===== src/rtl/iq_ctrl_pkg.sv =====
// Shared types and widths for the IQ stepped-frequency sweep controller.
package iq_ctrl_pkg;
  localparam int PHASE_W = 32;
  localparam int IQ_W    = 14;
  localparam int IDX_W   = 16;

  typedef enum logic [1:0] {
    ST_IDLE   = 2'd0,
    ST_SETTLE = 2'd1,
    ST_ACCUM  = 2'd2,
    ST_OUTPUT = 2'd3
  } state_e;
endpackage


===== src/rtl/iq_sweep_controller_if.sv =====
// Control, demodulator and result signals of the sweep controller.
interface iq_sweep_controller_if
  import iq_ctrl_pkg::*;
#(
  parameter int IW = IQ_W
) ();
  logic                      start;
  logic                      abort;
  logic [PHASE_W-1:0]        startInc;
  logic [PHASE_W-1:0]        stepInc;
  logic [IDX_W-1:0]          numPoints;
  logic [PHASE_W-1:0]        phaseInc;
  logic signed [IW-1:0]      I;
  logic signed [IW-1:0]      Q;
  logic [1:0]                filtValid;
  logic [3:0]                filtError;
  logic                      ncoValid;
  logic signed [IW-1:0]      resI;
  logic signed [IW-1:0]      resQ;
  logic [IDX_W-1:0]          resIndex;
  logic                      resErr;
  logic                      resValid;
  logic                      resReady;
  logic                      busy;
  logic                      done;

  modport master (
    output start, abort, startInc, stepInc, numPoints, I, Q, filtValid, filtError,
           ncoValid, resReady,
    input  phaseInc, resI, resQ, resIndex, resErr, resValid, busy, done
  );

  modport slave (
    input  start, abort, startInc, stepInc, numPoints, I, Q, filtValid, filtError,
           ncoValid, resReady,
    output phaseInc, resI, resQ, resIndex, resErr, resValid, busy, done
  );
endinterface


===== src/rtl/iq_averager.sv =====
// Accumulates 2^AVG_LOG2 signed I/Q pairs and reports the floor-divided mean
// plus a sticky flag for any error seen while enabled.
module iq_averager
  import iq_ctrl_pkg::*;
#(
  parameter int IW       = IQ_W,
  parameter int AVG_LOG2 = 4
) (
  input  logic                 clk,
  input  logic                 reset,
  input  logic                 clr_i,
  input  logic                 en_i,
  input  logic                 sample_i,
  input  logic                 err_i,
  input  logic signed [IW-1:0] i_i,
  input  logic signed [IW-1:0] q_i,
  output logic signed [IW-1:0] avg_i_o,
  output logic signed [IW-1:0] avg_q_o,
  output logic                 full_o,
  output logic                 err_o
);
  localparam int AW = IW + AVG_LOG2;
  localparam int CW = AVG_LOG2 + 1;
  localparam logic [CW-1:0] TARGET = CW'(1) << AVG_LOG2;

  logic signed [AW-1:0] sum_i_q, sum_i_d, sum_q_q, sum_q_d;
  logic [CW-1:0]        cnt_q, cnt_d;
  logic                 err_q, err_d;
  logic                 take_s;

  assign full_o  = (cnt_q == TARGET);
  assign take_s  = en_i & sample_i & ~full_o;
  assign avg_i_o = IW'(sum_i_q >>> AVG_LOG2);
  assign avg_q_o = IW'(sum_q_q >>> AVG_LOG2);
  assign err_o   = err_q;

  always_comb begin
    sum_i_d = sum_i_q;
    sum_q_d = sum_q_q;
    cnt_d   = cnt_q;
    err_d   = err_q;
    if (clr_i) begin
      sum_i_d = '0;
      sum_q_d = '0;
      cnt_d   = '0;
      err_d   = 1'b0;
    end else begin
      if (take_s) begin
        sum_i_d = sum_i_q + AW'(i_i);
        sum_q_d = sum_q_q + AW'(q_i);
        cnt_d   = cnt_q + CW'(1);
      end else begin
        cnt_d = cnt_q;
      end
      if (en_i && err_i) begin
        err_d = 1'b1;
      end else begin
        err_d = err_q;
      end
    end
  end

  always_ff @(posedge clk) begin
    if (reset) begin
      sum_i_q <= '0;
      sum_q_q <= '0;
      cnt_q   <= '0;
      err_q   <= 1'b0;
    end else begin
      sum_i_q <= sum_i_d;
      sum_q_q <= sum_q_d;
      cnt_q   <= cnt_d;
      err_q   <= err_d;
    end
  end
endmodule


===== src/rtl/iq_sweep_controller.sv =====
// Stepped-frequency sweep sequencer: drives the NCO phase increment, waits for
// the demodulator to settle, averages I/Q and hands each point out on valid/ready.
module iq_sweep_controller
  import iq_ctrl_pkg::*;
#(
  parameter int SETTLE_CYCLES = 256,
  parameter int AVG_LOG2      = 4,
  parameter int IW            = IQ_W
) (
  input logic                  CLK,
  input logic                  reset,
  iq_sweep_controller_if.slave bus
);
  localparam int SW = (SETTLE_CYCLES > 1) ? $clog2(SETTLE_CYCLES) : 1;
  localparam logic [SW-1:0] SETTLE_RELOAD = SW'(SETTLE_CYCLES - 1);

  state_e               state_q, state_d;
  logic [SW-1:0]        settle_q, settle_d;
  logic [PHASE_W-1:0]   phase_q, phase_d, step_q, step_d;
  logic [IDX_W-1:0]     npts_q, npts_d, index_q, index_d;
  logic signed [IW-1:0] res_iv_q, res_iv_d, res_qv_q, res_qv_d;
  logic [IDX_W-1:0]     res_idx_q, res_idx_d;
  logic                 res_err_q, res_err_d, res_valid_q, res_valid_d;
  logic                 busy_q, busy_d, done_q, done_d;
  logic                 avg_clr_s, avg_full_s, avg_err_s, err_now_s;
  logic signed [IW-1:0] avg_i_s, avg_q_s;

  assign err_now_s = |bus.filtError;

  iq_averager #(.IW(IW), .AVG_LOG2(AVG_LOG2)) u_avg (
    .clk      (CLK),
    .reset    (reset),
    .clr_i    (avg_clr_s),
    .en_i     (state_q == ST_ACCUM),
    .sample_i ((bus.filtValid == 2'b11) && bus.ncoValid),
    .err_i    (err_now_s),
    .i_i      (bus.I),
    .q_i      (bus.Q),
    .avg_i_o  (avg_i_s),
    .avg_q_o  (avg_q_s),
    .full_o   (avg_full_s),
    .err_o    (avg_err_s)
  );

  // Abort overrides everything; otherwise the state decides the next step.
  always_comb begin
    state_d     = state_q;
    settle_d    = settle_q;
    phase_d     = phase_q;
    step_d      = step_q;
    npts_d      = npts_q;
    index_d     = index_q;
    res_iv_d    = res_iv_q;
    res_qv_d    = res_qv_q;
    res_idx_d   = res_idx_q;
    res_err_d   = res_err_q;
    res_valid_d = res_valid_q;
    done_d      = 1'b0;
    avg_clr_s   = 1'b0;
    if (bus.abort) begin
      state_d     = ST_IDLE;
      res_valid_d = 1'b0;
    end else begin
      case (state_q)
        ST_IDLE: begin
          if (bus.start && (bus.numPoints != 16'd0)) begin
            step_d   = bus.stepInc;
            npts_d   = bus.numPoints;
            phase_d  = bus.startInc;
            index_d  = 16'd0;
            settle_d = SETTLE_RELOAD;
            state_d  = ST_SETTLE;
          end else begin
            done_d = bus.start;
          end
        end
        ST_SETTLE: begin
          if (settle_q == '0) begin
            avg_clr_s = 1'b1;
            res_err_d = 1'b0;
            state_d   = ST_ACCUM;
          end else begin
            settle_d = settle_q - SW'(1);
          end
        end
        ST_ACCUM: begin
          if (avg_full_s) begin
            res_iv_d    = avg_i_s;
            res_qv_d    = avg_q_s;
            res_idx_d   = index_q;
            res_err_d   = avg_err_s | err_now_s;
            res_valid_d = 1'b1;
            state_d     = ST_OUTPUT;
          end else begin
            state_d = ST_ACCUM;
          end
        end
        ST_OUTPUT: begin
          if (bus.resReady) begin
            res_valid_d = 1'b0;
            if (index_q == (npts_q - 16'd1)) begin
              done_d  = 1'b1;
              state_d = ST_IDLE;
            end else begin
              phase_d  = phase_q + step_q;
              index_d  = index_q + 16'd1;
              settle_d = SETTLE_RELOAD;
              state_d  = ST_SETTLE;
            end
          end else begin
            state_d = ST_OUTPUT;
          end
        end
        default: begin
          state_d     = ST_IDLE;
          res_valid_d = 1'b0;
        end
      endcase
    end
    busy_d = (state_d != ST_IDLE);
  end

  always_ff @(posedge CLK) begin
    if (reset) begin
      state_q     <= ST_IDLE;
      settle_q    <= '0;
      phase_q     <= '0;
      step_q      <= '0;
      npts_q      <= '0;
      index_q     <= '0;
      res_iv_q    <= '0;
      res_qv_q    <= '0;
      res_idx_q   <= '0;
      res_err_q   <= 1'b0;
      res_valid_q <= 1'b0;
      busy_q      <= 1'b0;
      done_q      <= 1'b0;
    end else begin
      state_q     <= state_d;
      settle_q    <= settle_d;
      phase_q     <= phase_d;
      step_q      <= step_d;
      npts_q      <= npts_d;
      index_q     <= index_d;
      res_iv_q    <= res_iv_d;
      res_qv_q    <= res_qv_d;
      res_idx_q   <= res_idx_d;
      res_err_q   <= res_err_d;
      res_valid_q <= res_valid_d;
      busy_q      <= busy_d;
      done_q      <= done_d;
    end
  end

  assign bus.phaseInc = phase_q;
  assign bus.resI     = res_iv_q;
  assign bus.resQ     = res_qv_q;
  assign bus.resIndex = res_idx_q;
  assign bus.resErr   = res_err_q;
  assign bus.resValid = res_valid_q;
  assign bus.busy     = busy_q;
  assign bus.done     = done_q;
endmodule


===== src/flat_wrapper.sv =====
// flat-port wrapper written by rule: the top's interface ports become plain ports
module iq_sweep_controller_flat import iq_ctrl_pkg::*;
#(
  parameter int SETTLE_CYCLES = 256,
  parameter int AVG_LOG2      = 4,
  parameter int IW            = IQ_W
)
  (CLK, reset, bus_start, bus_abort, bus_startInc, bus_stepInc, bus_numPoints, bus_I, bus_Q, bus_filtValid, bus_filtError, bus_ncoValid, bus_resReady, bus_phaseInc, bus_resI, bus_resQ, bus_resIndex, bus_resErr, bus_resValid, bus_busy, bus_done);
  iq_sweep_controller_if #(.IW(IW)) bus_i ();
  input logic CLK;
  input logic reset;
  input wire logic [$bits(bus_i.start)-1:0] bus_start;
  input wire logic [$bits(bus_i.abort)-1:0] bus_abort;
  input wire logic [$bits(bus_i.startInc)-1:0] bus_startInc;
  input wire logic [$bits(bus_i.stepInc)-1:0] bus_stepInc;
  input wire logic [$bits(bus_i.numPoints)-1:0] bus_numPoints;
  input wire logic [$bits(bus_i.I)-1:0] bus_I;
  input wire logic [$bits(bus_i.Q)-1:0] bus_Q;
  input wire logic [$bits(bus_i.filtValid)-1:0] bus_filtValid;
  input wire logic [$bits(bus_i.filtError)-1:0] bus_filtError;
  input wire logic [$bits(bus_i.ncoValid)-1:0] bus_ncoValid;
  input wire logic [$bits(bus_i.resReady)-1:0] bus_resReady;
  output wire logic [$bits(bus_i.phaseInc)-1:0] bus_phaseInc;
  output wire logic [$bits(bus_i.resI)-1:0] bus_resI;
  output wire logic [$bits(bus_i.resQ)-1:0] bus_resQ;
  output wire logic [$bits(bus_i.resIndex)-1:0] bus_resIndex;
  output wire logic [$bits(bus_i.resErr)-1:0] bus_resErr;
  output wire logic [$bits(bus_i.resValid)-1:0] bus_resValid;
  output wire logic [$bits(bus_i.busy)-1:0] bus_busy;
  output wire logic [$bits(bus_i.done)-1:0] bus_done;
  assign bus_i.start = bus_start;
  assign bus_i.abort = bus_abort;
  assign bus_i.startInc = bus_startInc;
  assign bus_i.stepInc = bus_stepInc;
  assign bus_i.numPoints = bus_numPoints;
  assign bus_i.I = bus_I;
  assign bus_i.Q = bus_Q;
  assign bus_i.filtValid = bus_filtValid;
  assign bus_i.filtError = bus_filtError;
  assign bus_i.ncoValid = bus_ncoValid;
  assign bus_i.resReady = bus_resReady;
  assign bus_phaseInc = bus_i.phaseInc;
  assign bus_resI = bus_i.resI;
  assign bus_resQ = bus_i.resQ;
  assign bus_resIndex = bus_i.resIndex;
  assign bus_resErr = bus_i.resErr;
  assign bus_resValid = bus_i.resValid;
  assign bus_busy = bus_i.busy;
  assign bus_done = bus_i.done;
  iq_sweep_controller #(.SETTLE_CYCLES(SETTLE_CYCLES), .AVG_LOG2(AVG_LOG2), .IW(IW)) u_core (.CLK(CLK), .reset(reset), .bus(bus_i));
endmodule

===== config.mk =====
export PLATFORM = sky130hd
export DESIGN_NAME = iq_sweep_controller_flat
export DESIGN_NICKNAME = d
export VERILOG_FILES = /design/src/rtl/iq_ctrl_pkg.sv /design/src/rtl/iq_sweep_controller_if.sv /design/src/rtl/iq_averager.sv /design/src/rtl/iq_sweep_controller.sv /design/src/flat_wrapper.sv
export SDC_FILE = /design/constraint.sdc
export NUM_CORES = 1
export LEC_CHECK = 0
export ABC_CLOCK_PERIOD_IN_PS = 5450
export CAP_MARGIN = 20
export CORE_ASPECT_RATIO = 0.5
export CORE_MARGIN = 10
export CORE_UTILIZATION = 58
export CTS_CLUSTER_SIZE = 25
export DETAILED_ROUTE_END_ITERATION = 16
export MAX_ROUTING_LAYER = met4
export PLACE_DENSITY = 0.87
export RECOVER_POWER = 50
export SLEW_MARGIN = 20
export SYNTH_ARGS = -nofsm -noshare
export SYNTH_HDL_FRONTEND = slang
export SYNTH_SLANG_ARGS = --single-unit
export TNS_END_PERCENT = 20

===== constraint.sdc =====
create_clock -name CLK -period 5.45 [get_ports CLK]
set_input_delay 0.545 -clock CLK [delete_from_list [all_inputs] [get_ports CLK]]
set_output_delay 0.545 -clock CLK [all_outputs]
set_load 0.02 [all_outputs]

==> results by group <==
Timing
  • Unrepaired setup endpoints after global routing: false
  • Post-Route Setup TNS: 0 ps
  • Fmax: 275.3 MHz
  • Max-slew headroom: -54.10%
  • Final Hold Viols: 0
  • Fin crit share: 66.65%
  • Max Clock Skew: 8.610 ps
  • Fin crit period: 3633 ps
  • Setup violators final: 0
  • Worst slew pin tran: 2312 ps
  • Final setup margin: 1817 ps
  • Final Max Slew Viols: 94

Power and ir drop
  • Pleak: 5.551 nW
  • Pwr dens: 244.6 nW/um2
  • Max VDD drop: 216.7 uV

Critical path
  • Crit. Startpoint: bus_numPoints[10]
  • Worst reg2reg path depth: 10
  • Data arrival, critical path: 4000 ps
  • CP required: 5820 ps
  • CP startpoint kind: primary input
  • CP endpoint kind: flop
  • WS Path Type: primary input to flop
  • CP Max Fanout: 48
  • Reg2reg end: u_core.bus.phaseInc[17]
  • Reg-to-reg slack, setup: 1910 ps
  • CP Capture Point: u_core.npts_q[9]
  • FF-to-FF Start: u_core.state_q[0]

Synthesis
  • Sequential area share after synthesis: 34.94%
  • Synth Net Count: 1,626
  • Synth Area per Inst: 7.869 um2
  • Fraction of registers with async set/reset: 0%
  • Synth cell types: 70
  • Synth warn: 0
  • Seq cells post-synth: 196
  • Dominant synthesized flop cell: dfxtp_1
  • Mapped Cells: 1,427
  • Cell Area, Synth: 11,230 um2
  • Post-synth EDFFs: 0

Placement
  • Routability cong.: 0.9664
  • Cells after DPL: 1,823
  • Placed wire-length estimate: 23,240 um
  • Pre-CTS setup slack: 1860 ps
  • Port Buffers: 199

Detailed routing
  • Final ANT Viol Nets: 0
  • Iter 0 DRT Violations: 977
  • WL final: 32,840 um
  • Drt wl/cell: 17.67 um
  • DRT Pass-1 Iters: 8
  • Vias per cell: 5.867
  • Drt drc: 0
  • Detailed-route via count: 10,900

Global routing
  • Vias in the first global route: 10,840
  • Gr usage total: 25.44%
  • Initial antenna violation count: 2
  • First-pass GRT wire length: 53,650 um
  • Congestion Overflow GR: 0
  • Largest net degree at the start of global routing: 104

Layout
  • Final net count: 1,783
  • Filler instances: 1,358
  • Most common cell after layout, fill and taps aside: nand2_1
  • Most frequent cells in the layout: 268 x nand2_1, 196 x dfxtp_1, 195 x a21oi_1, 117 x clkdlybuf4s50_1, 104 x nor2_1
  • Layout area overhead: 24.35%
  • Post-Route Utilization: 74.67%
  • Final std cells w/o fill: 1,858
  • Fraction of layout instances using a drive strength above 1: 3.632%

Die
  • DIE AREA: 25,660 um2
  • Cell row count: 35
  • Die Wd: 216.8 um
  • Die Ht: 118.4 um
  • Initial Util: 60.05%
  • Core region area: 18,700 um2
  • Boundary pin count: 200

Clock tree
  • H-tree levels: 4
  • CTS tree: yes
  • CTS buffer count: 17
  • Post-CTS Resized: 0
  • CTS clock-pin slew for the worst setup and hold paths: 80 ps
  • Clock Sink Count: 196
  • Clk buf depth: 2
  • Root buf cell: clkbuf_16
  • Number of setup buffers added after CTS: 0
  • Worst-skew pair later-pin latency: 450 ps
  • Hold_buf cts: 0

Run status
  • Outcome: finished with violations
  • Failing checks: max-capacitance violations, max-slew violations

Min path
  • Hold Path Class: flop to flop

Job
  • Max Cap Viol: 2
==> stage by stage <==
step	hold WS (ps)	power (W)	area, um2
2_1_floorplan	424.3	0.001908	11230
6_report	456.9	0.003415	13960
3_5_place_dp	442.5	0.002127	13340
4_1_cts	457.7	0.003418	13940
3_3_place_gp	429.9	0.002105	13340
5_1_grt	473.7	0.003540	13960
==> flip-flops by register name (all words and copies together), names as in the netlist, 5 cells and up <==
register,count
u_core.npts_q,16
u_core.index_q,16
u_core.u_avg.sum_i_q,18
u_core.u_avg.cnt_q,5
u_core.bus.resQ,14
u_core.settle_q,8
u_core.bus.phaseInc,32
u_core.step_q,32
u_core.u_avg.sum_q_q,18
u_core.bus.resIndex,16
u_core.bus.resI,14
==> critical path, cell delays in order <==
cell and delay, ps:
dlygate4sd3_1 570, nor4_1 320, nand4_1 280, nand4_1 180, clkbuf_1 1660, nand2_1 170
a21oi_1 260
==> cell type report <==
type	instances	area, um2	area share, %
inverters	38	142.6	1.022
multi-input cells	1121	6884	49.30
clock buffers	19	442.9	3.172
repair buffers	210	2081	14.90
flip-flops and latches	196	3924	28.10
well taps	259	324.1	2.321
diodes	2	5.005	0.03584
clock inverters	13	160.2	1.147
==> worst min-delay path by stage <==
stage / slack (ps) / depth (start not counted) / startpoint / end
6_report: 460 / 2 / u_core.bus.resQ[6] / u_core.bus.resQ[6]
5_1_grt: 470 / 2 / u_core.u_avg.err_o / u_core.u_avg.err_o
4_1_cts: 460 / 2 / u_core.bus.resQ[5] / u_core.bus.resQ[5]
3_3_place_gp: 430 / 2 / u_core.u_avg.err_o / u_core.u_avg.err_o
3_5_place_dp: 440 / 2 / u_core.u_avg.err_o / u_core.u_avg.err_o
2_1_floorplan: 420 / 2 / u_core.u_avg.err_o / u_core.u_avg.err_o
==> cell usage after synthesis (7+ instances only) <==
master	number	area, um2
o211ai_1	7	52.55
o21a_1	10	75.07
or3_1	16	100.1
xor2_1	29	254.0
nand4_1	18	112.6
a311oi_1	7	61.31
ha_1	76	950.9
nor2b_1	18	112.6
nand2b_1	17	106.4
nor2_1	104	390.4
a211oi_1	38	285.3
a21o_1	28	210.2
a21oi_1	195	975.9
inv_1	38	142.6
nand2_1	268	1006
and3_1	14	87.58
xnor2_1	47	411.6
nand3_1	15	75.07
nor4_1	10	62.56
mux2i_1	23	230.2
a31oi_1	13	81.33
o21ai_0	46	230.2
buf_2	7	35.03
clkbuf_1	60	225.2
nor3_1	25	125.1
dfxtp_1	196	3924
nand3b_1	7	52.55
==> power breakdown <==
group          internal (W)  leakage, nW  switching, W  total (W)
registers           0.00148         1.59     0.0000461    0.00153
logic              0.000266         3.67      0.000308   0.000574
clock network      0.000705        0.293      0.000610    0.00132
==> cells by family after synthesis <==
family / synth area share, %
simple gates: 23.14
fa+ha+maj: 9.003
flops: 34.94
xor+xnor: 5.928
buf+inv: 3.922
mux: 2.050
compound gates: 21.01
==> routing by layer <==
| metal | track usage [%] | vias to the layer above | routed length, um |
|---|---|---|---|
| li1 | - | 5334 | - |
| met1 | 29.28 | 5181 | 14060 |
| met2 | 44.18 | 328 | 16340 |
| met3 | 4.863 | 57 | 1675 |
| met4 | 7.469 | 0 | 756 |
| met5 | - | - | 0 |
Power figures use the tool's default switching activity.
